$ cat src/rtl/warp_mem_arbiter.sv
// Two-port read arbiter: fetch (F) and load (L) share one memory read port.
// Fetch has priority; a saturating starvation counter forces a load grant.
module warp_mem_arbiter #(
    parameter int unsigned STARVE_LIMIT = 32'd4
) (
    input  logic        i_clk,
    input  logic        i_rst_n,
    input  logic        i_f_ren,
    input  logic [63:0] i_f_raddr,
    output logic        o_f_valid,
    output logic [63:0] o_f_rdata,
    input  logic        i_l_ren,
    input  logic [63:0] i_l_raddr,
    output logic        o_l_valid,
    output logic [63:0] o_l_rdata,
    output logic        o_mem_req,
    output logic [63:0] o_mem_addr,
    input  logic        i_mem_ready,
    input  logic [63:0] i_mem_rdata,
    input  logic        i_mem_valid
);

    localparam logic [7:0] LIMIT_C = 8'(STARVE_LIMIT);

    typedef enum logic [1:0] {
        ST_IDLE = 2'd0,
        ST_REQ  = 2'd1,
        ST_WAIT = 2'd2
    } state_t;

    state_t      state_r;
    state_t      state_nxt_s;

    logic        pend_f_r;
    logic        pend_l_r;
    logic [63:0] pend_f_addr_r;
    logic [63:0] pend_l_addr_r;
    logic [63:0] mem_addr_r;
    logic        owner_r;
    logic [7:0]  starve_cnt_r;

    logic        cand_f_s;
    logic        cand_l_s;
    logic        any_cand_s;
    logic        sel_en_s;
    logic        grant_s;
    logic        win_l_s;
    logic [63:0] sel_addr_s;

    // Candidate qualification and winner selection; a same-cycle pulse bypasses its slot
    always_comb begin
        cand_f_s   = pend_f_r | i_f_ren;
        cand_l_s   = pend_l_r | i_l_ren;
        any_cand_s = cand_f_s | cand_l_s;
        sel_en_s   = 1'b0;
        case (state_r)
            ST_IDLE: sel_en_s = 1'b1;
            ST_WAIT: sel_en_s = i_mem_valid;
            default: sel_en_s = 1'b0;
        endcase
        grant_s = sel_en_s & any_cand_s;
        win_l_s = (cand_l_s && (starve_cnt_r == LIMIT_C)) || !cand_f_s;
        if (win_l_s) begin
            if (i_l_ren) begin
                sel_addr_s = i_l_raddr;
            end else begin
                sel_addr_s = pend_l_addr_r;
            end
        end else begin
            if (i_f_ren) begin
                sel_addr_s = i_f_raddr;
            end else begin
                sel_addr_s = pend_f_addr_r;
            end
        end
    end

    // State register
    always_ff @(posedge i_clk or negedge i_rst_n) begin
        if (!i_rst_n) begin
            state_r <= ST_IDLE;
        end else begin
            state_r <= state_nxt_s;
        end
    end

    // Next-state logic; a response with a waiting candidate chains straight into REQ
    always_comb begin
        state_nxt_s = state_r;
        case (state_r)
            ST_IDLE: begin
                if (any_cand_s) begin
                    state_nxt_s = ST_REQ;
                end else begin
                    state_nxt_s = ST_IDLE;
                end
            end
            ST_REQ: begin
                if (i_mem_ready) begin
                    state_nxt_s = ST_WAIT;
                end else begin
                    state_nxt_s = ST_REQ;
                end
            end
            ST_WAIT: begin
                if (i_mem_valid) begin
                    if (any_cand_s) begin
                        state_nxt_s = ST_REQ;
                    end else begin
                        state_nxt_s = ST_IDLE;
                    end
                end else begin
                    state_nxt_s = ST_WAIT;
                end
            end
            default: state_nxt_s = ST_IDLE;
        endcase
    end

    // Outputs: request from state, response valids steered to the recorded owner
    always_comb begin
        o_mem_req  = (state_r == ST_REQ);
        o_f_valid  = i_mem_valid & (state_r == ST_WAIT) & ~owner_r;
        o_l_valid  = i_mem_valid & (state_r == ST_WAIT) & owner_r;
        o_f_rdata  = i_mem_rdata;
        o_l_rdata  = i_mem_rdata;
        o_mem_addr = mem_addr_r;
    end

    // Pending slots: latest pulse wins; a granted slot clears even if it pulsed this cycle
    always_ff @(posedge i_clk or negedge i_rst_n) begin
        if (!i_rst_n) begin
            pend_f_r      <= 1'b0;
            pend_l_r      <= 1'b0;
            pend_f_addr_r <= 64'd0;
            pend_l_addr_r <= 64'd0;
        end else begin
            if (grant_s && !win_l_s) begin
                pend_f_r <= 1'b0;
            end else if (i_f_ren) begin
                pend_f_r      <= 1'b1;
                pend_f_addr_r <= i_f_raddr;
            end else begin
                pend_f_r <= pend_f_r;
            end
            if (grant_s && win_l_s) begin
                pend_l_r <= 1'b0;
            end else if (i_l_ren) begin
                pend_l_r      <= 1'b1;
                pend_l_addr_r <= i_l_raddr;
            end else begin
                pend_l_r <= pend_l_r;
            end
        end
    end

    // Issued address and owner, held until the next grant
    always_ff @(posedge i_clk or negedge i_rst_n) begin
        if (!i_rst_n) begin
            mem_addr_r <= 64'd0;
            owner_r    <= 1'b0;
        end else if (grant_s) begin
            mem_addr_r <= sel_addr_s;
            owner_r    <= win_l_s;
        end else begin
            mem_addr_r <= mem_addr_r;
            owner_r    <= owner_r;
        end
    end

    // Starvation counter: counts F wins over a waiting L, saturating at the limit
    always_ff @(posedge i_clk or negedge i_rst_n) begin
        if (!i_rst_n) begin
            starve_cnt_r <= 8'd0;
        end else if (!cand_l_s) begin
            starve_cnt_r <= 8'd0;
        end else if (grant_s && win_l_s) begin
            starve_cnt_r <= 8'd0;
        end else if (grant_s && (starve_cnt_r != LIMIT_C)) begin
            starve_cnt_r <= starve_cnt_r + 8'd1;
        end else begin
            starve_cnt_r <= starve_cnt_r;
        end
    end

endmodule

$ cat config.mk
export PLATFORM = sky130hd
export DESIGN_NAME = warp_mem_arbiter
export DESIGN_NICKNAME = d
export VERILOG_FILES = /design/src/rtl/warp_mem_arbiter.sv
export SDC_FILE = /design/constraint.sdc
export NUM_CORES = 1
export LEC_CHECK = 0
export ABC_AREA = 0
export BUFFER_PORTS_ARGS = -buffer_cell sky130_fd_sc_hd__buf_2
export CAP_MARGIN = 20
export CORE_MARGIN = 3
export CORE_UTILIZATION = 43
export DETAILED_ROUTE_END_ITERATION = 12
export GPL_TIMING_DRIVEN = 0
export HOLD_SLACK_MARGIN = 0.15
export PLACE_DENSITY_LB_ADDON = 0.15
export SETUP_SLACK_MARGIN = 0.4
export SLEW_MARGIN = 20
export SYNTH_ARGS = -nofsm -noshare
export SYNTH_HDL_FRONTEND = slang
export SYNTH_SLANG_ARGS = --single-unit
$ cat constraint.sdc
create_clock -name i_clk -period 2.9 [get_ports i_clk]
set_clock_uncertainty 0.15 [all_clocks]
set_input_delay 0.145 -clock i_clk [delete_from_list [all_inputs] [get_ports i_clk]]
set_output_delay 0.145 -clock i_clk [all_outputs]
set_load 0.05 [all_outputs]
==> qor.yml <==
worst_setup_path:
  reg2reg_depth: 9
  cp_data_arrival_time_ns: 2.67
  path_depth: 9
  path_class: "reg -> reg"
  crit_path_start_kind: "register"
  r2r_start: "starve_cnt_r[0]$_DFFE_PN0P_"
  required_ns: 3.14
  end_kind: "register"
  crit_path_frequent_cell: "buf_2"
  worstPathCellList: "inv_1 > ha_1 > or4b_4 > nor3_1 > or3_1 > buf_2 > buf_8 > buf_2 > o211ai_1"
  crit_family: "simple AND/OR/NAND/NOR gates"
  crit_start: "starve_cnt_r[0]$_DFFE_PN0P_"
  slowest_delay_ns: 0.47
  cp_slowest_cell: "or4b_4"
  path_buf_inv: 4
  worst-path-max-fanout: 10
min_path:
  holdPathStages: 4
  min_from: "i_mem_ready"
  min_path_type: "in -> reg"
power_and_ir_drop:
  internal-power_w: 0.00896
  leakagePower_nw: 7.96
  switchingPower_w: 0.00681
  clkPwrFrac: 0.175
  sw_frac_of_total: 0.432
  max-vdd-ir-drop_v: 0.000697
  power_frac_seq: 0.319
  pwr-share-comb: 0.505
  power_density_nw_per_um2: 1020
floorplanning:
  placement_rows: 58
  pin_count: 393
  initial_utilization: 0.440
  dieArea_um2: 27900
  fp.dieH_um: 167
  core-area_um2: 25300
  fp.dieW_um: 167
grt:
  first_global_vias: 9428
  grt_pass1_wl_mm: 49.6
  grt_usage: 0.216
  grt_overflow: 0
  grt_max_degree: 93
  antenna_found_initial: 1
synth:
  avgSynthCellArea_um2: 11.4
  yosysWarnings: 0
  synth-seq-cells: 205
  synthCells: 973
  async_reset_ff_frac: 1.00
  synth_cell_type_count: 36
  syn_area_um2: 11100
  synth_nets: 1173
  synth_flop_cell: "dfrtp_1"
  synth-seq-area-share: 0.461
  synth_edf_count: 0
placement:
  gp_congestion: 0.801
  place_inst: 1633
  place_hpwl_mm: 20.9
  portBuffers: 328
final_layout:
  drive_gt1_frac: 0.448
  final_cell_mix: "buf_2, dfrtp_1, dlygate4sd3_1, buf_4, mux2i_1"
  syn2layout_area_growth_pct: 38.2
  utilization: 0.608
  fillerInstances: 2121
  layout_commonest_cell: "buf_2"
  finalNetCount: 1666
  final_cells: 1812
clocking:
  cts_root_buf: "clkbuf_16"
  cts_sinks: 205
  cts_tree: "yes"
  cts.htree.levels: 1
  cts_buffers: 23
  cts_buffer_depth: 3
  clk_pin_slew_worst_paths_ns: 0.06
  insertion_delay_ns: 0.52
sta:
  period_needed_ns: 2.43
  fmax_ghz: 0.411
  worst_pin_slew_ns: 0.905
  final-setup-viol-count: 0
  fin_crit_sh: 0.838
  rsz0062_at_grt: "yes"
  slew_headroom: 0.397
  maxSlewViolCount: 0
  hold_viol_final: 0
routing:
  drcViolationCount: 0
  wl_per_cell_um: 17.0
  ant_nets: 0
  vias: 8749
  viasPerCell: 4.83
  wl_mm: 30.7
  drtPass1Iterations: 5
  first_iter_violations: 366
status:
  outcome: "finished, final reports clean"
job:
  max_cap_viol_count: 0
==> path summary, 6_finish.rpt <==
| check | endpoint | slack, ns |
|---|---|---|
| max | o_mem_addr[26]$_DFFE_PN0P_ | 0.47 |
| min | state_r[0]$_DFF_PN0_ | 0.33 |
| max reg2reg | o_mem_addr[26]$_DFFE_PN0P_ | 0.47 |
| min reg2reg | o_mem_addr[54]$_DFFE_PN0P_ | 0.34 |
| max in group asynchronous | pend_l_addr_r[11]$_DFFE_PN0N_ | 1.20 |
| min in group asynchronous | pend_l_addr_r[47]$_DFFE_PN0N_ | 0.61 |
==> sequential cells by signal, summed over array words and instances (netlist names) <==
signal         count
pend_l_addr_r     64
starve_cnt_r       8
pend_f_r           1
state_r            2
pend_f_addr_r     64
owner_r            1
o_mem_addr        64
pend_l_r           1
==> layout make-up <==
type / instances / area, um2 / share of cell area
Clock buffer: 30 / 622 / 0.0404
Buffer: 192 / 1340 / 0.0870
Sequential cell: 205 / 5130 / 0.333
Tap cell: 330 / 413 / 0.0268
Antenna cell: 1 / 2.50 / 0.000163
Clock inverter: 10 / 78.8 / 0.00512
Timing Repair Buffer: 468 / 3110 / 0.202
Multi-Input combinational cell: 507 / 4440 / 0.289
Inverter: 69 / 259 / 0.0168
==> layer usage <==
layer | vias to the layer above | GRT usage | part of all wire
li1 | 4259 | - | -
met1 | 4157 | 0.277 | 0.42
met2 | 283 | 0.380 | 0.49
met3 | 50 | 0.0335 | 0.055
met4 | 0 | 0.0606 | 0.028
met5 | - | 0 | 0
==> worst register-to-register path, cell delays in order (launching register included) <==
cell	delay, ns
dfrtp_1	0.41
inv_1	0.09
ha_1	0.13
or4b_4	0.47
nor3_1	0.17
or3_1	0.14
buf_2	0.15
buf_8	0.18
buf_2	0.27
o211ai_1	0.14
==> power by group through the flow <==
| stage | combinational (W) | clock [W] | sequential (W) |
|---|---|---|---|
| global route | 0.00862 | 0.00295 | 0.00522 |
| detailed placement | 0.00775 | 0 | 0.00506 |
| global placement | 0.00761 | 0 | 0.00502 |
| CTS | 0.00796 | 0.00285 | 0.00503 |
| floorplan | 0.00449 | 0 | 0.00641 |
| finish | 0.00796 | 0.00276 | 0.00504 |
==> metrics by stage <==
stage	setup TNS (ns)	worst slack [ns]	total power, W	area (um2)	hold slack, ns
2_1_floorplan	0	0.740	0.0109	11100	-0.301
3_3_place_gp	-449.77	-2.22	0.0126	13200	0.214
3_5_place_dp	0	0.278	0.0128	13300	-0.0932
4_1_cts	0	0.377	0.0158	15300	0.301
5_1_grt	0	0.380	0.0168	15400	0.351
6_report	0	0.469	0.0158	15400	0.328
==> repair_timing <==
item                                    4_1_cts  5_1_grt
hold buffers                                137        0
pin swaps                                     0        1
cloned                                        0        0
gates resized for setup                       3       15
hold endpoints to repair                    334        0
setup buffers                                 0        1
endpoints found under the setup margin       45      154
==> cells by family after synthesis <==
logic type | count (synthesis) | synth area share
DFF | 205 | 0.461
buffers and inverters | 261 | 0.141
xor gates and xnor gates | 2 | 0.00157
AOI/OAI and AO/OA | 83 | 0.0539
adders and majority gates | 2 | 0.00225
and+or+nand+nor | 164 | 0.0761
muxes | 256 | 0.265
==> synth_stat cells, types with 2 or more instances <==
cell type  count  area share
dfrtp_1      205        0.46
buf_4        132       0.089
mux2i_1      128        0.12
nand2_1       71       0.024
inv_1         69       0.023
mux2_2        68       0.069
nand4_1       66       0.037
o211ai_1      64       0.043
mux2_4        60       0.081
clkbuf_1      26      0.0088
buf_2         15      0.0067
buf_6         10       0.010
buf_1          9      0.0030
a21oi_1        7      0.0031
nor2_1         6      0.0020
nand3_1        4      0.0018
nor3_1         4      0.0018
o21ai_0        4      0.0018
or3_1          3      0.0017
a21boi_0       2      0.0013
ha_1           2      0.0022
nor2b_1        2      0.0011
o31ai_1        2      0.0013
or4_1          2      0.0013
Note: power is estimated with default switching activity, not from simulation.
